--- config.mk ---
export PLATFORM = sky130hd
export DESIGN_NAME = control_unit
export DESIGN_NICKNAME = d
export VERILOG_FILES = /design/src/rtl/control_unit.sv
export SDC_FILE = /design/constraint.sdc
export NUM_CORES = 1
export LEC_CHECK = 0
export ABC_AREA = 0
export CORE_MARGIN = 2
export CORE_UTILIZATION = 35
export CTS_BUF_LIST = sky130_fd_sc_hd__clkbuf_4
export DETAILED_ROUTE_END_ITERATION = 6
export SYNTH_ARGS = -nofsm -noshare
export SYNTH_HDL_FRONTEND = slang
export SYNTH_SLANG_ARGS = --single-unit
--- constraint.sdc ---
create_clock -name clk -period 4.9 [get_ports clk]
set_input_delay 0.735 -clock clk [delete_from_list [all_inputs] [get_ports clk]]
set_output_delay 0.735 -clock clk [all_outputs]
set_load 0.03 [all_outputs]
--- src/rtl/control_unit.sv ---
// control_unit: multicycle fetch/decode/exec sequencer
// driving the regfile/ULA/memory datapath control port.
module control_unit #(
  parameter int ADDR_W = 16,
  parameter logic [ADDR_W-1:0] PC_RESET = '0
) (
  input  logic              clk,
  input  logic              rst_n,
  input  logic              start,
  input  logic [31:0]       imem_data,
  output logic [ADDR_W-1:0] imem_addr,
  output logic              enable,
  output logic [4:0]        a,
  output logic [4:0]        b,
  output logic [4:0]        w,
  output logic [63:0]       din,
  output logic              load_store,
  output logic              operation_type,
  output logic              ula_entry,
  output logic              op_ula,
  output logic              busy,
  output logic              done,
  output logic              error
);

  typedef enum logic [2:0] {
    S_IDLE,
    S_FETCH,
    S_DECODE,
    S_EXEC,
    S_DONE,
    S_ERROR
  } state_t;

  typedef enum logic [2:0] {
    K_ILL,
    K_LD,
    K_SD,
    K_ADDI,
    K_ADD,
    K_SUB,
    K_ECALL
  } kind_t;

  state_t state, state_nx;
  kind_t kind;

  logic [ADDR_W-1:0] pc;
  logic [31:0] ir;
  logic [31:0] inst;

  logic [6:0] opc;
  logic [2:0] f3;
  logic [6:0] f7;
  logic [4:0] rd;
  logic [4:0] rs1;
  logic [4:0] rs2;
  logic [63:0] imm_i;
  logic [63:0] imm_s;

  // Decoder sees the incoming word in DECODE, the held word otherwise
  assign inst = (state == S_DECODE) ? imem_data : ir;

  assign opc = inst[6:0];
  assign rd  = inst[11:7];
  assign f3  = inst[14:12];
  assign rs1 = inst[19:15];
  assign rs2 = inst[24:20];
  assign f7  = inst[31:25];

  assign imm_i = {{52{inst[31]}}, inst[31:20]};
  assign imm_s = {{52{inst[31]}}, inst[31:25], inst[11:7]};

  // Classify the instruction word
  always_comb begin
    kind = K_ILL;
    unique case (1'b1)
      (inst == 32'h0000_0073):
        kind = K_ECALL;
      (opc == 7'b0000011 && f3 == 3'b011):
        kind = K_LD;
      (opc == 7'b0100011 && f3 == 3'b011):
        kind = K_SD;
      (opc == 7'b0010011 && f3 == 3'b000):
        kind = K_ADDI;
      (opc == 7'b0110011 && f3 == 3'b000
        && f7 == 7'b0000000):
        kind = K_ADD;
      (opc == 7'b0110011 && f3 == 3'b000
        && f7 == 7'b0100000):
        kind = K_SUB;
      default:
        kind = K_ILL;
    endcase
  end

  // State register
  always_ff @(posedge clk or negedge rst_n) begin
    if (!rst_n) state <= S_IDLE;
    else        state <= state_nx;
  end

  // Next-state logic
  always_comb begin
    state_nx = state;
    unique case (state)
      S_IDLE, S_DONE, S_ERROR:
        if (start) state_nx = S_FETCH;
      S_FETCH:
        state_nx = S_DECODE;
      S_DECODE:
        unique case (kind)
          K_ECALL: state_nx = S_DONE;
          K_ILL:   state_nx = S_ERROR;
          default: state_nx = S_EXEC;
        endcase
      S_EXEC:
        state_nx = S_FETCH;
      default:
        state_nx = S_IDLE;
    endcase
  end

  // Program counter and instruction register
  always_ff @(posedge clk or negedge rst_n) begin
    if (!rst_n) begin
      pc <= PC_RESET;
      ir <= '0;
    end else begin
      unique case (state)
        S_IDLE, S_DONE, S_ERROR:
          if (start) pc <= PC_RESET;
        S_DECODE:
          ir <= imem_data;
        S_EXEC:
          pc <= pc + ADDR_W'(4);
        default: ;
      endcase
    end
  end

  // Datapath control registers, loaded only by legal ops
  always_ff @(posedge clk or negedge rst_n) begin
    if (!rst_n) begin
      a              <= '0;
      b              <= '0;
      w              <= '0;
      din            <= '0;
      load_store     <= 1'b0;
      operation_type <= 1'b0;
      ula_entry      <= 1'b0;
      op_ula         <= 1'b1;
    end else if (state == S_DECODE) begin
      unique case (kind)
        K_LD: begin
          load_store     <= 1'b1;
          operation_type <= 1'b0;
          w              <= rd;
          b              <= rs1;
          din            <= imm_i;
        end
        K_SD: begin
          load_store     <= 1'b0;
          operation_type <= 1'b0;
          a              <= rs2;
          b              <= rs1;
          din            <= imm_s;
        end
        K_ADDI: begin
          load_store     <= 1'b1;
          operation_type <= 1'b1;
          ula_entry      <= 1'b0;
          op_ula         <= 1'b1;
          w              <= rd;
          b              <= rs1;
          din            <= imm_i;
        end
        K_ADD, K_SUB: begin
          load_store     <= 1'b1;
          operation_type <= 1'b1;
          ula_entry      <= 1'b1;
          op_ula         <= (kind == K_ADD);
          w              <= rd;
          b              <= rs1;
          a              <= rs2;
          din            <= '0;
        end
        default: ;
      endcase
    end
  end

  assign imem_addr = pc;
  assign enable    = (state == S_EXEC);
  assign busy      = (state == S_FETCH)
                   || (state == S_DECODE)
                   || (state == S_EXEC);
  assign done      = (state == S_DONE);
  assign error     = (state == S_ERROR);

endmodule

==> metrics.md, run 1 <==
| Metric | Value |
|---|---|
| Mean Syn Cell Area | `roughly 9.6 µm²` |
| Worst slack, placed | `1.624 ns` |
| CTS tree | `done` |
| Mean routed wirelength per cell | `roughly 15 µm` |
| Die Height | `between 100 and 150 µm` |
| Top FF cell, synth | `dfrtp_1` |
| Layout cells sized above 1 | `9.627%` |
| Outcome | `completed` |
| FMAX | `around 310 MHz` |
| Starting Density | `a little over a third` |
| First-pass GRT wire length | `approximately 16000 µm` |
| Relative slew slack | `between 30% and 40%` |
| Max incr delay on CP | `just over 0.7 ns` |
| Critical path, cell by cell | `inv_1 > nor2_1 > nand2_1 > inv_1 > clkdlybuf4s50_1` |
| DRC Markers | `0` |
| Final Cycle Share | `between 60% and 70%` |
| Final wirelength | `9551 µm` |
| Distinct cells, synth | `48` |
| Port bufs | `135` |
| Required time of the critical path | `~4.2 ns` |
| FF-to-FF Start | `state[2]` |
| Die width | `about 110 µm` |
| Largest fanout on the critical path | `11` |
| Worst Path Class, Setup | `flip-flop to primary output` |
| Critical path buffers and inverters | `3` |
| Mapped Cells | `approximately 420` |
| Yosys top cell area share | `between 40% and 50%` |
| CTS Hold Bufs | `0` |
| Worst Tran Pin Value | `slightly above 1 ns` |
| Final Util | `between 40% and 50%` |
| CTS buffer count | `9` |
| Final Worst Setup Slack | `between 1.5 and 2 ns` |
| PD cells | `421.3 nW/µm²` |
| Critical path depth | `5` |
| HPWL Detailed | `6973 µm` |
| Final hold violations | `0` |
| RR Endpoint | `din[5]` |
| I/O pins | `138` |
| Top post-synthesis cells by area | `dfrtp_1 (49%), buf_4 (10%), nand2_1 (9.9%), mux2_2 (4.2%), mux2i_1 (2.7%)` |
| # Post-CTS Setup Buffers | `0` |
| Fill cells | `approximately 1100` |
| Post-synth top area cell | `dfrtp_1` |
| Clock-pin slew on the worst setup and hold paths | `approximately 0.12 ns` |
| CP endpoint | `enable` |
| Maxcap violations | `0` |
| Fin Setup TNS | `0 ns` |
| Crit path DAT | `approximately 2.5 ns` |
| Critical Path Source | `state[0]` |
| R2r setup slk | `just under 2 ns` |
| Total Routing Usage GR | `around 16%` |
| Pre-antenna DRT Iters | `4` |
| Min Tclk post-route | `around 3.2 ns` |
| CP startpoint kind | `flip-flop` |
| Layout area overhead | `30.33%` |
| Die Area | `around 12000 µm²` |
| H-tree depth | `3` |
| Largest net degree at the start of global routing | `a little over 80` |
| Post-CTS Resized | `0` |
| Vias after detailed routing | `approximately 3200` |
| Vias in the first global route | `a little over 3000` |
| Routability cong. | `0.8398` |
| Post-synth EDFFs | `0` |
| Core area | `roughly 11000 µm²` |
| Post-DR vias/cell | `roughly 5` |
| Clock latency on the worst-skew pair | `0.44 ns` |
| FP Rows | `39` |
| Ys async rst share | `100.0%` |
| Final setup violating endpoints | `0` |
| Most instantiated cells after synthesis | `nand2_1 (107), dfrtp_1 (79), buf_4 (56), o21ai_0 (21), nor2_1 (18)` |
| Max Buffers Root-to-Sink | `2` |
| Reg2Reg Depth | `6` |
| Fin Clk Skew | `0.01807 ns` |
| CP max stage cell | `clkdlybuf4s50_1` |
| Top delay family on crit path | `buffers and inverters` |
| Crit path capture type | `primary output` |
| Most frequent cell after synthesis | `nand2_1` |
| VDD IR max | `roughly 0.17 mV` |
| Most frequent CP cell | `inv_1` |
| GRT overflow | `0` |
| Yosys warning count | `0` |
| Root buffer cell | `clkbuf_4` |
| Sequential area share after synthesis | `between 40% and 50%` |
| Final net count | `540` |
| #FFs+latches synth | `80` |
| Antenna viol nets, final | `0` |
| HP Class | `primary input to async pin` |
| Slew Limit Fails | `0` |
| Initial drt markers | `roughly 130` |
| Pleak | `roughly 0.0024 µW` |
| Netlist area before placement | `about 4000 µm²` |
| Clk sinks | `80` |
| Initial antenna violation count | `1` |
| Unrepaired setup endpoints after global routing | `false` |
-- kinds of logic (layout without fill, tap and decap cells) --
logic type	after synthesis	in the layout	share of synthesized area, %
buffers and inverters	77	162	12.96
other	1	3	0.09268
and+or+nand+nor	183	183	21.09
adders and majority gates	1	1	0.3092
DFF	80	80	49.51
muxes	31	31	8.751
AOI/OAI and AO/OA	50	50	7.298
-- worst min-delay path by stage --
stage / from / endpoint / slack, ns / cells past startpoint
2_1_floorplan: rst_n / a[0] / 0.44 / 0
3_3_place_gp: ir[2] / ir[2] / 0.46 / 2
3_5_place_dp: ir[2] / ir[2] / 0.46 / 2
4_1_cts: rst_n / w[0] / 0.49 / 1
5_1_grt: rst_n / imem_addr[11] / 0.52 / 1
6_report: rst_n / imem_addr[11] / 0.44 / 1
-- layout by cell type (no fill, tap or decap), types with 7 or more instances in the layout --
master / synthesis / layout
a21oi_1: 11 / 11
o21ai_0: 21 / 21
a31oi_1: 8 / 8
nand3_1: 15 / 15
clkbuf_4: 0 / 9
mux2_2: 15 / 15
nand2_1: 107 / 107
inv_1: 7 / 7
clkdlybuf4s50_1: 0 / 134
mux2i_1: 11 / 11
dfrtp_1: 79 / 79
nor2_1: 18 / 18
-- metal layers --
metal / routed length, µm / up-vias / global-route usage [%]
met2: 4487 / 106 / 25.08
met4: 167 / 0 / 6.584
met3: 475 / 13 / 2.885
met1: 4420 / 1528 / 21.18
met5: 0 / - / 0
li1: - / 1529 / -
-- registers in the layout, summed over array words and instances (netlist names) --
signal and count:
ir 32, imem_addr 14, din 12, a 5
b 5, w 5, state 3, load_store 1
op_ula 1, operation_type 1, ula_entry 1
-- power by group --
part           switching, µW  internal (µW)  leakage (µW)
registers                108            824       0.00105
logic                    528            314       0.00122
clock network            241            207     0.0000840
-- cell type report --
class | count | area [µm²] | share of cell area (%)
diodes | 1 | 2.502 | 0.04745
clock buffers | 9 | 67.56 | 1.281
clock inverters | 7 | 93.84 | 1.779
inverters | 7 | 26.28 | 0.4982
multi-input cells | 267 | 1523 | 28.87
flip-flops and latches | 80 | 2003 | 37.98
well taps | 143 | 178.9 | 3.393
repair buffers | 139 | 1379 | 26.14
-- per-stage QoR --
step,cell area (µm²),std cells,total power (µW),hold WS [ns]
after floorplan,4050,424,1535,0.4394
after global placement,5110,636,1778,0.4601
after detailed placement,5110,636,1792,0.4630
after CTS,5271,652,2243,0.4860
after global routing,5274,653,2376,0.5190
final,5274,653,2222,0.4402
Note: power is estimated with default switching activity, not from simulation.
==> run 2, diff against run 1 <==
==> constraint.sdc (replaced) <==
create_clock -name clk -period 3.1 [get_ports clk]
set_input_delay 0.465 -clock clk [delete_from_list [all_inputs] [get_ports clk]]
set_output_delay 0.465 -clock clk [all_outputs]
set_load 0.03 [all_outputs]
==> run 2 against run 1 <==
- first-iteration DRC count increased by 7.0%
- total power increased by 61%
- clock skew increased by 0.0074 ns
- non-clock buffer count increased by 6
- combinational power increased by 64%
- cell count increased by 0.92%
==> metrics.md, run 2 (synthesized netlist as in run 1, its figures left out) <==
| Metric | Value |
|---|---|
| Commonest non-fill, non-tap cell in the layout | `clkdlybuf4s50_1 (unchanged)` |
| Initial antenna violation count | `1 (unchanged)` |
| Min Tclk post-route | `2.701 ns` |
| Starting Density | `35.59% (unchanged)` |
| Design area | `5329 µm² (was 5274 µm²)` |
| Worst Path Class, Setup | `flip-flop to flip-flop (was flip-flop to primary output)` |
| Fin Setup TNS | `0 ns (unchanged)` |
| Port bufs | `135 (unchanged)` |
| Final Cycle Share | `just under 90%` |
| Pleak | `0.002398 µW (was 0.002350 µW)` |
| Worst slack, placed | `0.1010 ns (was 1.624 ns)` |
| Vias after detailed routing | `3226 (was 3176)` |
| Worst Tran Pin Value | `1.006 ns (about the same)` |
| Largest fanout on the critical path | `23 (was 11)` |
| Layout area overhead | `31.69% (was 30.33%)` |
| Pre-antenna DRT Iters | `4 (unchanged)` |
| DRC Markers | `0 (unchanged)` |
| Max layer used | `met4 (unchanged)` |
| Post-DR vias/cell | `4.895 (was 4.864)` |
| Routed wl met3 | `567 µm (was 475 µm)` |
| Maxcap violations | `0 (unchanged)` |
| PD cells | `669.7 nW/µm² (was 421.3 nW/µm²)` |
| FP Rows | `39 (unchanged)` |
| Relative slew slack | `32.92% (was 32.93%)` |
| Placed cell areas | `5155 µm² (was 5110 µm²)` |
| Die Area | `12440 µm² (unchanged)` |
| Mean routed wirelength per cell | `14.85 µm (was 14.63 µm)` |
| Final wirelength | `9789 µm (was 9551 µm)` |
| CTS Hold Bufs | `0 (unchanged)` |
| Vias in the first global route | `3074 (was 3036)` |
| Final setup violating endpoints | `0 (unchanged)` |
| Clk sinks | `80 (unchanged)` |
| CP startpoint kind | `flip-flop (unchanged)` |
| R2r setup slk | `0.40 ns (was 1.98 ns)` |
| First-pass GRT wire length | `15980 µm (was 15640 µm)` |
| Root buffer cell | `clkbuf_4 (unchanged)` |
| Layout cells sized above 1 | `10.68% (was 9.627%)` |
| Slew Limit Fails | `0 (unchanged)` |
| Die width | `111.5 µm (unchanged)` |
| HPWL Detailed | `7159 µm (was 6973 µm)` |
| Max Buffers Root-to-Sink | `2 (unchanged)` |
| Crit path capture type | `flip-flop (was primary output)` |
| Die Height | `111.5 µm (unchanged)` |
| Metal2 WL | `4686 µm (was 4487 µm)` |
| FMAX | `between 300 and 400 MHz` |
| Fin Clk Skew | `0.02544 ns (was 0.01807 ns)` |
| Final net count | `546 (was 540)` |
| Register area | `2003 µm² (unchanged)` |
| Clock-pin slew on the worst setup and hold paths | `0.14 ns (was 0.12 ns)` |
| Crit path DAT | `3.02 ns (was 2.46 ns)` |
| Largest net degree at the start of global routing | `81 (unchanged)` |
| Final Hold Slack | `0.1621 ns (was 0.4402 ns)` |
| Final hold violations | `0 (unchanged)` |
| HP Class | `primary input to async pin (unchanged)` |
| Final Worst Setup Slack | `0.3985 ns (was 1.703 ns)` |
| Total Routing Usage GR | `16.11% (was 15.72%)` |
| Required time of the critical path | `3.42 ns (was 4.16 ns)` |
| Most frequent cells in the layout | `clkdlybuf4s50_1 (133), nand2_1 (107), dfrtp_1 (79) (was clkdlybuf4s50_1 (134), nand2_1 (107), dfrtp_1 (79))` |
| Core area | `11370 µm² (unchanged)` |
| Multi-input logic area | `1530 µm² (was 1523 µm²)` |
| H-tree depth | `3 (unchanged)` |
| Outcome | `completed (unchanged)` |
| Reg with most FFs | `ir (unchanged)` |
| Max FFs per register | `32 (unchanged)` |
| Routability cong. | `0.7747 (was 0.8398)` |
| Placed Cells | `642 (was 636)` |
| CTS buffer count | `9 (unchanged)` |
| VDD IR max | `0.2468 mV (was 0.1671 mV)` |
| Antenna viol nets, final | `0 (unchanged)` |
| Fill cells | `1074 (was 1102)` |
| M1 wire length | `4417 µm (was 4420 µm)` |
| Finished Layout Cells | `659 (was 653)` |
| Clock latency on the worst-skew pair | `0.45 ns (was 0.44 ns)` |
| CTS tree | `done (unchanged)` |
| Initial drt markers | `137 (was 128)` |
| Unrepaired setup endpoints after global routing | `false (unchanged)` |
| GRT overflow | `0 (unchanged)` |
| I/O pins | `138 (unchanged)` |
[run 2: changes by cell type in the layout (fill, tap and decap cells not counted)]
| cell | delta |
|---|---|
| clkdlybuf4s50_1 | -1 |
| o21ai_2 | -1 |
| o21ai_4 | +1 |
| dlymetal6s2s_1 | +1 |
| buf_4 | +6 |
[run 2: worst max-delay path, cell delays in order, from the launching register on]
cell	delay, ns
dfrtp_1	0.49
or3b_1	0.59
buf_4	0.30
nand2_1	0.10
nand2_1	0.09
or4_1	0.57
nor4_1	0.32
a31oi_1	0.12
[run 2: cell type report]
| class | instances | area share (%) |
|---|---|---|
| tap | 143 | 3.358 |
| clock buffer | 9 | 1.268 |
| sequential | 80 | 37.59 |
| multi-input combinational | 267 | 28.72 |
| antenna | 1 | 0.04696 |
| clock inverter | 7 | 1.761 |
| timing repair buffer | 145 | 26.77 |
| inverter | 7 | 0.4931 |
[run 2: per-stage QoR]
stage	total power [µW]	util, %
floorplan	2426	-
global placement	2843	45.34
detailed placement	2873	45.34
CTS	3588	46.76
global route	3825	46.87
finish	3569	46.87
[run 2: routing by layer]
metal	vias to the layer above	global-route usage, %
met2	130	26.06
met1	1545	21.57
met3	9	3.756
met5	-	0
met4	0	5.103
li1	1542	-
[run 2: repair_timing]
action	in CTS	in global routing
resized for setup	0	2
setup buffers	0	0
endpoints found under the setup margin	0	2
[run 2: path summary, 6_finish.rpt]
kind,from,cells past startpoint,end
max,state[0],7,state[0]
min,rst_n,1,imem_addr[11]
max reg2reg,state[0],7,state[0]
min reg2reg,imem_addr[15],1,imem_addr[15]
max in group asynchronous,rst_n,1,ir[2]
min in group clk,imem_addr[15],1,imem_addr[15]
[run 2: power by group]
part,switching [µW],total (µW),leakage (µW),internal (µW)
Sequential,166,1470,0.00105,1300
Clock,390,717,0.0000840,327
Combinational,858,1380,0.00126,525
==> run 3, diff against run 2 <==
--- a/config.mk
+++ b/config.mk
@@ -10,6 +10,8 @@
 export CORE_UTILIZATION = 35
 export CTS_BUF_LIST = sky130_fd_sc_hd__clkbuf_4
 export DETAILED_ROUTE_END_ITERATION = 6
+export GPL_TIMING_DRIVEN = 0
+export PLACE_DENSITY = 0.67
 export SYNTH_ARGS = -nofsm -noshare
 export SYNTH_HDL_FRONTEND = slang
 export SYNTH_SLANG_ARGS = --single-unit
==> constraint.sdc (replaced) <==
create_clock -name clk -period 2.43 [get_ports clk]
set_input_delay 0.3645 -clock clk [delete_from_list [all_inputs] [get_ports clk]]
set_output_delay 0.3645 -clock clk [all_outputs]
set_load 0.03 [all_outputs]
==> run 3 against run 2 <==
- wire length is 6.7% higher
- die area stayed put
- clock power is 27% higher
- combinational power is 49% higher
- clock skew is 0.0056 ns lower
- highest routed layer unchanged
==> metrics.md, run 3 (synthesized netlist as in run 1, its figures left out) <==
| Metric | Value |
|---|---|
| Max FFs per register | `32 (unchanged)` |
| FF-to-FF Start | `state[0] (unchanged)` |
| Critical Path Source | `state[0] (unchanged)` |
| Pleak | `0.003282 µW (was 0.002398 µW)` |
| Largest fanout on the critical path | `10 (was 23)` |
| Min Tclk post-route | `2.381 ns (was 2.701 ns)` |
| Worst Path Class, Setup | `flip-flop to flip-flop (unchanged)` |
| Die width | `111.5 µm (unchanged)` |
| Post-DR vias/cell | `4.683 (was 4.895)` |
| Commonest non-fill, non-tap cell in the layout | `nand2_1 (was clkdlybuf4s50_1)` |
| Routability cong. | `0.8317 (was 0.7747)` |
| GRT overflow | `0 (unchanged)` |
| Register area | `2008 µm² (was 2003 µm²)` |
| Crit path DAT | `2.71 ns (was 3.02 ns)` |
| Port bufs | `135 (unchanged)` |
| RR Endpoint | `a[4] (was state[0])` |
| Clock-pin slew on the worst setup and hold paths | `0.14 ns (about the same)` |
| CP startpoint kind | `flip-flop (unchanged)` |
| Critical path buffers and inverters | `3 (was 1)` |
| Layout cells sized above 1 | `25.47% (was 10.68%)` |
| Die Area | `12440 µm² (unchanged)` |
| CP max stage cell | `dfrtp_2 (was or3b_1)` |
| Finished Layout Cells | `733 (was 659)` |
| Crit path capture type | `flip-flop (unchanged)` |
| Most frequent cells in the layout | `nand2_1 (107), clkdlybuf4s50_1 (93), buf_4 (78) (was clkdlybuf4s50_1 (133), nand2_1 (107), dfrtp_1 (79))` |
| Mean routed wirelength per cell | `14.25 µm (was 14.85 µm)` |
| I/O pins | `138 (unchanged)` |
| Unrepaired setup endpoints after global routing | `true (was false)` |
| Pre-antenna DRT Iters | `4 (unchanged)` |
| First-pass GRT wire length | `17120 µm (was 15980 µm)` |
| Final Worst Setup Slack | `0.04943 ns (was 0.3985 ns)` |
| PD cells | `801.0 nW/µm² (was 669.7 nW/µm²)` |
| FMAX | `420.1 MHz (was 370.2 MHz)` |
| Reg with most FFs | `ir (unchanged)` |
| R2r setup slk | `0.05 ns (was 0.40 ns)` |
| Multi-input logic area | `1604 µm² (was 1530 µm²)` |
| HPWL Detailed | `7670 µm (was 7159 µm)` |
| Total power | `4835 µW (was 3569 µW)` |
| Starting Density | `35.59% (unchanged)` |
| Vias after detailed routing | `3433 (was 3226)` |
| Relative slew slack | `44.03% (was 32.92%)` |
| Antenna viol nets, final | `0 (unchanged)` |
| Clk sinks | `80 (unchanged)` |
| Die Height | `111.5 µm (unchanged)` |
| H-tree depth | `3 (unchanged)` |
| FP Rows | `39 (unchanged)` |
| Final Cycle Share | `97.97% (was 87.14%)` |
| Final hold violations | `0 (unchanged)` |
| Fin Setup TNS | `0 ns (unchanged)` |
| Largest net degree at the start of global routing | `42 (was 81)` |
| Final net count | `620 (was 546)` |
| Placed Cells | `703 (was 642)` |
| Layout area overhead | `49.17% (was 31.69%)` |
| Clock latency on the worst-skew pair | `0.43 ns (was 0.45 ns)` |
| Worst slack, placed | `-0.4859 ns (was 0.1010 ns)` |
| Critical path depth | `7 (unchanged)` |
| Vias in the first global route | `3409 (was 3074)` |
| Reg2Reg Depth | `7 (unchanged)` |
| Final wirelength | `10440 µm (was 9789 µm)` |
| Critical path, cell by cell | `or3b_1 > buf_4 > buf_6 > or3_4 > or2_1 > buf_6 > mux2_4 (was or3b_1 > buf_4 > nand2_1 > nand2_1 > or4_1 > nor4_1 > a31oi_1)` |
| Worst Tran Pin Value | `0.8282 ns (was 1.006 ns)` |
| Slew Limit Fails | `0 (unchanged)` |
| Root buffer cell | `clkbuf_4 (unchanged)` |
| Required time of the critical path | `2.76 ns (was 3.42 ns)` |
| Fin Clk Skew | `0.01986 ns (was 0.02544 ns)` |
| Final Util | `53.09% (was 46.87%)` |
| Max incr delay on CP | `0.48 ns (was 0.59 ns)` |
| Top delay family on crit path | `simple AND/OR/NAND/NOR gates (unchanged)` |
| Total Routing Usage GR | `17.17% (was 16.11%)` |
| Fill cells | `1022 (was 1074)` |
| Initial drt markers | `169 (was 137)` |
| HP Class | `primary input to async pin (unchanged)` |
| Max Buffers Root-to-Sink | `2 (unchanged)` |
| CTS tree | `done (unchanged)` |
| VDD IR max | `0.3359 mV (was 0.2468 mV)` |
| CTS buffer count | `9 (unchanged)` |
| Core area | `11370 µm² (unchanged)` |
| Most frequent CP cell | `buf_6 (was nand2_1)` |
| Final setup violating endpoints | `0 (unchanged)` |
| Outcome | `completed (unchanged)` |
| DRC Markers | `0 (unchanged)` |
| Maxcap violations | `0 (unchanged)` |
| CP endpoint | `a[4] (was state[0])` |
| Initial antenna violation count | `0 (was 1)` |
## run 3: cell types whose count changed in the layout (fill, tap and decap cells not counted), moves of 2 or more
| cell | previous run | this run |
|---|---|---|
| clkdlybuf4s50_1 | 133 | 93 |
| buf_12 | 0 | 3 |
| buf_4 | 11 | 78 |
| dfrtp_1 | 79 | 77 |
| mux2i_1 | 11 | 8 |
| clkbuf_1 | 0 | 4 |
| dlymetal6s2s_1 | 1 | 26 |
| mux2i_4 | 0 | 3 |
| clkbuf_2 | 0 | 3 |
| buf_6 | 0 | 6 |
## run 3: layer usage
metal  up-vias  GRT usage [%]  part of all wire, %
met5         -              0                    0
met4         0          6.255                  1.6
met3        15          5.117                  7.7
met2       127          28.21                   48
met1      1603          21.58                   42
li1       1688              -                    -
## run 3: timing repair
item	4_1_cts	5_1_grt
setup endpoints to repair	86	56
resized for setup	32	44
setup buffers	6	6
hold buffers	1	0
pin swaps	5	8
hold endpoints to repair	39	0
## run 3: area by class of cell
type	instances	share of cell area, %
multi-input cells	267	26.58
clock inverters	7	1.575
inverters	7	0.4353
repair buffers	149	25.48
flip-flops and latches	80	33.27
plain buffers	70	8.541
well taps	143	2.964
diodes	1	0.04146
clock buffers	9	1.119
## run 3: worst reg2reg max path: cells and delay by family (launching register included)
kind / cells / cell delay (ns)
buffers and inverters: 3 / 0.47
muxes: 1 / 0.30
DFF: 1 / 0.48
and+or+nand+nor: 3 / 1.02
## run 3: report_power, final
group / total, µW / internal [µW] / switching, µW / leakage (µW)
sequential: 1870 / 1660 / 205 / 0.00105
combinational: 2060 / 868 / 1190 / 0.00215
clock: 910 / 419 / 491 / 0.0000863
## run 3: how the worst min path moves through the flow
stage	end	slack, ns	depth (start not counted)
6_report	imem_addr[13]	0.45	2
5_1_grt	w[2]	0.45	2
4_1_cts	imem_addr[13]	0.41	2
3_5_place_dp	imem_addr[13]	0.37	1
3_3_place_gp	imem_addr[15]	0.46	1
2_1_floorplan	a[0]	0.07	0
## run 3: through the flow
stage / hold WS, ns / instance area, µm²
global route: 0.4524 / 6033
detailed placement: 0.3708 / 5598
finish: 0.4508 / 6036
CTS: 0.4103 / 5837
global placement: 0.4609 / 5580
floorplan: 0.06891 / 4050
